===== src/rtl/instruction_fetch.sv =====
// Single-outstanding instruction fetch unit: owns the PC, issues req/gnt reads, hands words to decode.
// Optional performance counters are built when IFETCH_PERF_EN is defined.
module instruction_fetch #(
    parameter int              PC_W     = 8,
    parameter logic [PC_W-1:0] RESET_PC = '0
) (
    input  logic            iCLK,
    input  logic            iRST,
    output logic            oIMEM_REQ,
    output logic [PC_W-1:0] oIMEM_ADDR,
    input  logic            iIMEM_GNT,
    input  logic            iIMEM_RVALID,
    input  logic [31:0]     iIMEM_RDATA,
    output logic [31:0]     oIR,
    output logic [PC_W-1:0] oPC,
    output logic            oIR_VALID,
    input  logic            iIR_READY,
    input  logic            iREDIRECT,
    input  logic [PC_W-1:0] iPCBR
`ifdef IFETCH_PERF_EN
    ,
    output logic [31:0]     oFETCH_CNT,
    output logic [15:0]     oDROP_CNT
`endif
);

    typedef enum logic [1:0] {IDLE, REQ, WAIT, HOLD} state_t;

    state_t          state_reg, state_next;
    logic [PC_W-1:0] pc_reg, pc_next;
    logic            drop_reg, drop_next;
    logic [31:0]     ir_reg, ir_next;
    logic [PC_W-1:0] ir_pc_reg, ir_pc_next;
    logic            req_reg, req_next;
    logic            valid_reg, valid_next;
    logic [PC_W-1:0] target;

    assign target = {iPCBR[PC_W-1:2], 2'b00};

    always_comb begin
        state_next = state_reg;
        pc_next    = pc_reg;
        drop_next  = drop_reg;
        ir_next    = ir_reg;
        ir_pc_next = ir_pc_reg;
        case (state_reg)
            IDLE: begin
                state_next = REQ;
            end
            REQ: begin
                if (iIMEM_GNT) begin
                    state_next = WAIT;
                    drop_next  = iREDIRECT;
                end
            end
            WAIT: begin
                if (iIMEM_RVALID) begin
                    // A redirect in the response cycle makes the word stale just like a pending drop.
                    if (drop_reg || iREDIRECT) begin
                        state_next = REQ;
                        drop_next  = 1'b0;
                    end else begin
                        state_next = HOLD;
                        ir_next    = iIMEM_RDATA;
                        ir_pc_next = pc_reg;
                        pc_next    = pc_reg + PC_W'(4);
                    end
                end else if (iREDIRECT) begin
                    drop_next = 1'b1;
                end
            end
            HOLD: begin
                if (iIR_READY || iREDIRECT) begin
                    state_next = REQ;
                end
            end
            default: state_next = IDLE;
        endcase
        // Redirect always wins the PC, even over a same-cycle delivery handshake.
        if (iREDIRECT) begin
            pc_next = target;
        end
        req_next   = (state_next == REQ);
        valid_next = (state_next == HOLD);
    end

    always_ff @(posedge iCLK) begin
        if (iRST) begin
            state_reg <= IDLE;
            pc_reg    <= RESET_PC;
            drop_reg  <= 1'b0;
            ir_reg    <= '0;
            ir_pc_reg <= '0;
            req_reg   <= 1'b0;
            valid_reg <= 1'b0;
        end else begin
            state_reg <= state_next;
            pc_reg    <= pc_next;
            drop_reg  <= drop_next;
            ir_reg    <= ir_next;
            ir_pc_reg <= ir_pc_next;
            req_reg   <= req_next;
            valid_reg <= valid_next;
        end
    end

    assign oIMEM_REQ  = req_reg;
    assign oIMEM_ADDR = {pc_reg[PC_W-1:2], 2'b00};
    assign oIR        = ir_reg;
    assign oPC        = ir_pc_reg;
    assign oIR_VALID  = valid_reg;

`ifdef IFETCH_PERF_EN
    logic [31:0] fetch_cnt_reg;
    logic [15:0] drop_cnt_reg;

    // Drop count covers only responses discarded by an earlier redirect (drop flag set).
    always_ff @(posedge iCLK) begin
        if (iRST) begin
            fetch_cnt_reg <= '0;
            drop_cnt_reg  <= '0;
        end else begin
            if (state_reg == HOLD && iIR_READY) begin
                fetch_cnt_reg <= fetch_cnt_reg + 32'd1;
            end
            if (state_reg == WAIT && iIMEM_RVALID && drop_reg) begin
                drop_cnt_reg <= drop_cnt_reg + 16'd1;
            end
        end
    end

    assign oFETCH_CNT = fetch_cnt_reg;
    assign oDROP_CNT  = drop_cnt_reg;
`else
    // Counters are not built in this configuration.
`endif

endmodule

===== config.mk =====
export PLATFORM = sky130hd
export DESIGN_NAME = instruction_fetch
export DESIGN_NICKNAME = d
export VERILOG_FILES = /design/src/rtl/instruction_fetch.sv
export SDC_FILE = /design/constraint.sdc
export NUM_CORES = 1
export LEC_CHECK = 0
export ABC_CLOCK_PERIOD_IN_PS = 2400
export CORE_UTILIZATION = 43
export CTS_CLUSTER_DIAMETER = 80
export CTS_CLUSTER_SIZE = 10
export DETAILED_ROUTE_END_ITERATION = 10
export PLACE_DENSITY = 0.84
export SLEW_MARGIN = 20
export SYNTH_ARGS = -nofsm -noshare
export SYNTH_HDL_FRONTEND = slang
export SYNTH_SLANG_ARGS = --single-unit

===== constraint.sdc =====
create_clock -name iCLK -period 2.4 [get_ports iCLK]
set_input_delay 0.6 -clock iCLK [delete_from_list [all_inputs] [get_ports iCLK]]
set_output_delay 0.6 -clock iCLK [all_outputs]
set_load 0.02 [all_outputs]

==> run summary <==
### Run status
* **run status** completed

### Yosys
* **sequential-to-total area share from yosys stat** 49.31%
* **total of warnings raised by yosys** 0
* **#FFs+latches synth** 49
* **post-synth design cell area** 1989 um2
* **biggest area contributors in the synthesized netlist** sky130_fd_sc_hd__dfxtp_1 (49%), sky130_fd_sc_hd__o21ai_0 (11%), sky130_fd_sc_hd__a21oi_1 (10%)
* **largest area contributor in the synthesized netlist** sky130_fd_sc_hd__dfxtp_1
* **distinct cell type count of the synthesized netlist** 31
* **post-synthesis area per instance** 8.221 um2
* **post-synthesis cell count** 242
* **top cell type's share of synthesized area** 49.31%

### Min path
* **worst hold path endpoint** oIR[3]$_SDFFE_PP0P_
* **number of cells on the worst hold path** 2
* **Hold Path Class** flip-flop to flip-flop
* **critical hold path startpoint** oIR[3]$_SDFFE_PP0P_

### Pwr
* **Flop pwr share** 55.1%
* **Comb power frac** 14.3%
* **net switching share of the total power** 25.41%
* **part of the power in the clock network** 30.6%
* **cell leakage power** 0.001001 uW
* **ratio of total power to cell area** 516.3 nW/um2
* **Internal Pwr Total** 1149 uW
* **switching component of the power** 391.5 uW
* **largest vdd supply drop** 0.4122 mV

### Drt
* **via count** 2,055
* **total wire length after detailed routing** 5.129 mm
* **DR top layer** met4
* **Detailed Route Iter0 Violations** 83
* **detailed-routing iteration count for the pre-antenna-repair pass** 4
* **Vias per Instance** 5.480
* **amount of wire on met2 after detailed routing** 2.467 mm
* **post-route met1 wirelength** 2.206 mm
* **final routed wire length divided by cell count** 13.68 um
* **residual DRC count** 0
* **metal3 WL** 367 um
* **number of routed nets with antenna violations** 0

### Floorplanning
* **Core Box Area** 4414 um2
* **number of top-level design ports** 96
* **count of standard-cell rows** 24
* **initial standard-cell utilization of the core** 45.07%
* **Die H** 70.02 um
* **die footprint** 4903 um2
* **Die X-Extent** 70.02 um

### Finish
* **ANT cells** 0
* **FF/Latch Area** 980.9 um2
* **area overhead of the layout relative to synthesis** 50.00%
* **top library cells by usage in the layout, fill and taps aside** sky130_fd_sc_hd__clkdlybuf4s50_1 (88), sky130_fd_sc_hd__dfxtp_1 (49), sky130_fd_sc_hd__o21ai_0 (42)
* **most common cell after layout, fill and taps aside** sky130_fd_sc_hd__clkdlybuf4s50_1
* **number of standard cells in the final layout excluding fillers** 375
* **number of fill cells in the layout** 391
* **max FFs per register** 32
* **share of layout cells above drive strength 1** 6.192%
* **utilization of the core after routing** 67.60%
* **final-stage net count** 369
* **area of the multi-input gates** 872.1 um2

### Global routing
* **number of global-route vias before repair** 1,972
* **overflow left after global routing** 0
* **total routing resource utilization after global routing** 21.14%
* **antenna violations before repair** 0
* **global-route wire length before repair** 8.487 mm
* **maximum number of pins on one net before global-route repair** 39

### Timing
* **max-slew violation total from the final report** 0
* **final critical path time including I/O delays and setup** 2.020 ns
* **final hold viol count** 0
* **worst hold slack across all endpoints** 0.4788 ns
* **final setup vio count** 0
* **final total negative setup slack** 0 ns
* **Worst Slack Setup Final** 0.3803 ns
* **share of the cycle needed by the critical path after routing** 84.16%
* **unrepaired setup endpoints after global routing** false
* **Clock Skew** 0.006662 ns
* **maximum clock frequency** 495.1 MHz

### Clock tree
* **H-Tree Level Count** 2
* **hold bufs inserted after CTS** 0
* **Post CTS Setup Buffer Count** 0
* **total clock buffers created by CTS** 5
* **clock slew seen by the registers of the worst setup and hold paths** 0.09 ns
* **maximum buffer depth of the clock tree** 2
* **clock latency of the later-clocked register in the worst-skew pair** 0.30 ns
* **post-cts gate resize count** 0
* **CTS Root Cell** sky130_fd_sc_hd__clkbuf_8
* **CTS tree** done
* **number of sinks driven by the clock tree** 49

### Critical path
* **family with the most delay on the worst path** buffers and inverters
* **crit path buf inv count** 1
* **CP Class** flip-flop to output port
* **cells along the critical path** clkdlybuf4s50_1
* **slowest stage delay, CP** 0.67 ns
* **r2r endpoint** pc_reg[7]$_SDFFE_PP0P_
* **library cell contributing the largest single delay on the critical path** sky130_fd_sc_hd__clkdlybuf4s50_1
* **RR Startpoint** state_reg[1]$_SDFF_PP0_
* **Worst Reg2Reg Path Length in Cells** 3
* **sort of element at the start of the critical path** flip-flop
* **biggest fanout along the worst timing path** 6
* **required time of the worst setup path** 1.80 ns
* **type of destination of the critical path** output port
* **setup slack, reg-to-reg** 0.84 ns
* **WP data arrival** 1.42 ns

### Placement
* **HPWL Detailed** 3.522 mm
* **# port buffers** 89
* **Cells after DPL** 367
* **post-place setup slack** 0.1033 ns
* **placer congestion estimate** 0.7068

### Flow run
* **number of violations of the max-capacitance limit** 0

## layout make-up
type,count,area share [%]
clock buffers,5,2.306
inverters,5,0.6289
well taps,52,2.180
repair buffers,99,32.20
flip-flops and latches,49,32.87
multi-input cells,162,29.22
clock inverters,3,0.5870
## cells in the mapped netlist
master and n:
sky130_fd_sc_hd__nand3_1 41, sky130_fd_sc_hd__or3_1 2, sky130_fd_sc_hd__or4_1 1, sky130_fd_sc_hd__nor2b_1 1, sky130_fd_sc_hd__a221oi_1 1, sky130_fd_sc_hd__buf_1 2, sky130_fd_sc_hd__nand2_1 4, sky130_fd_sc_hd__clkbuf_1 19
sky130_fd_sc_hd__a311oi_1 4, sky130_fd_sc_hd__inv_1 5, sky130_fd_sc_hd__and3b_1 1, sky130_fd_sc_hd__nand2b_1 2, sky130_fd_sc_hd__ha_1 1, sky130_fd_sc_hd__a211oi_1 2, sky130_fd_sc_hd__buf_2 4, sky130_fd_sc_hd__dfxtp_1 49
sky130_fd_sc_hd__o21ai_0 42, sky130_fd_sc_hd__nand3b_1 1, sky130_fd_sc_hd__xnor2_1 1, sky130_fd_sc_hd__a31oi_1 1, sky130_fd_sc_hd__a21o_1 1, sky130_fd_sc_hd__conb_1 1, sky130_fd_sc_hd__o211ai_1 1, sky130_fd_sc_hd__o21a_1 1
sky130_fd_sc_hd__buf_4 4, sky130_fd_sc_hd__nor2_1 5, sky130_fd_sc_hd__o31ai_1 1, sky130_fd_sc_hd__and4bb_2 1, sky130_fd_sc_hd__nand4bb_1 1, sky130_fd_sc_hd__nor3b_1 1, sky130_fd_sc_hd__a21oi_1 41
## through the flow
stage	area [um2]	total power (uW)
CTS	2984	1559
global route	2984	1605
floorplan	2001	968.0
global placement	2898	1086
finish	2984	1541
detailed placement	2898	1088
## logic make-up (layout without fill, tap and decap cells)
family | count (synthesis) | in the layout | synth area share (%)
AOI/OAI and AO/OA | 95 | 95 | 25.66
xor gates and xnor gates | 1 | 1 | 0.4403
adders and majority gates | 1 | 1 | 0.6288
buffers and inverters | 34 | 112 | 7.422
DFF | 49 | 49 | 49.31
other | 1 | 4 | 0.1885
and+or+nand+nor | 61 | 61 | 16.35
## worst max-delay path by stage
stage                                start                endpoint  slack, ns  cells after the start
finish              pc_reg[2]$_SDFFE_PP0P_           oIMEM_ADDR[2]       0.38                      1
global route        pc_reg[2]$_SDFFE_PP0P_           oIMEM_ADDR[2]       0.35                      1
CTS                 pc_reg[2]$_SDFFE_PP0P_           oIMEM_ADDR[2]       0.38                      1
detailed placement            iIMEM_RVALID  pc_reg[7]$_SDFFE_PP0P_       0.10                      4
global placement              iIMEM_RVALID  pc_reg[7]$_SDFFE_PP0P_       0.14                      4
floorplan                     iIMEM_RVALID  pc_reg[7]$_SDFFE_PP0P_       0.76                      4
## per-layer routing
layer  up-vias  global-route usage (%)
met5         -                       0
met4         0                   6.667
met3        10                   5.772
met2        83                   36.97
met1       947                   25.00
li1       1015                       -
## power by group through the flow
stage | Sequential (uW) | Clock, uW | Combinational (uW)
floorplan | 884 | 0 | 83.9
global placement | 867 | 0 | 219
detailed placement | 868 | 0 | 220
CTS | 849 | 489 | 221
global route | 852 | 515 | 238
finish | 849 | 471 | 220
Note: power is estimated with default switching activity, not from simulation.
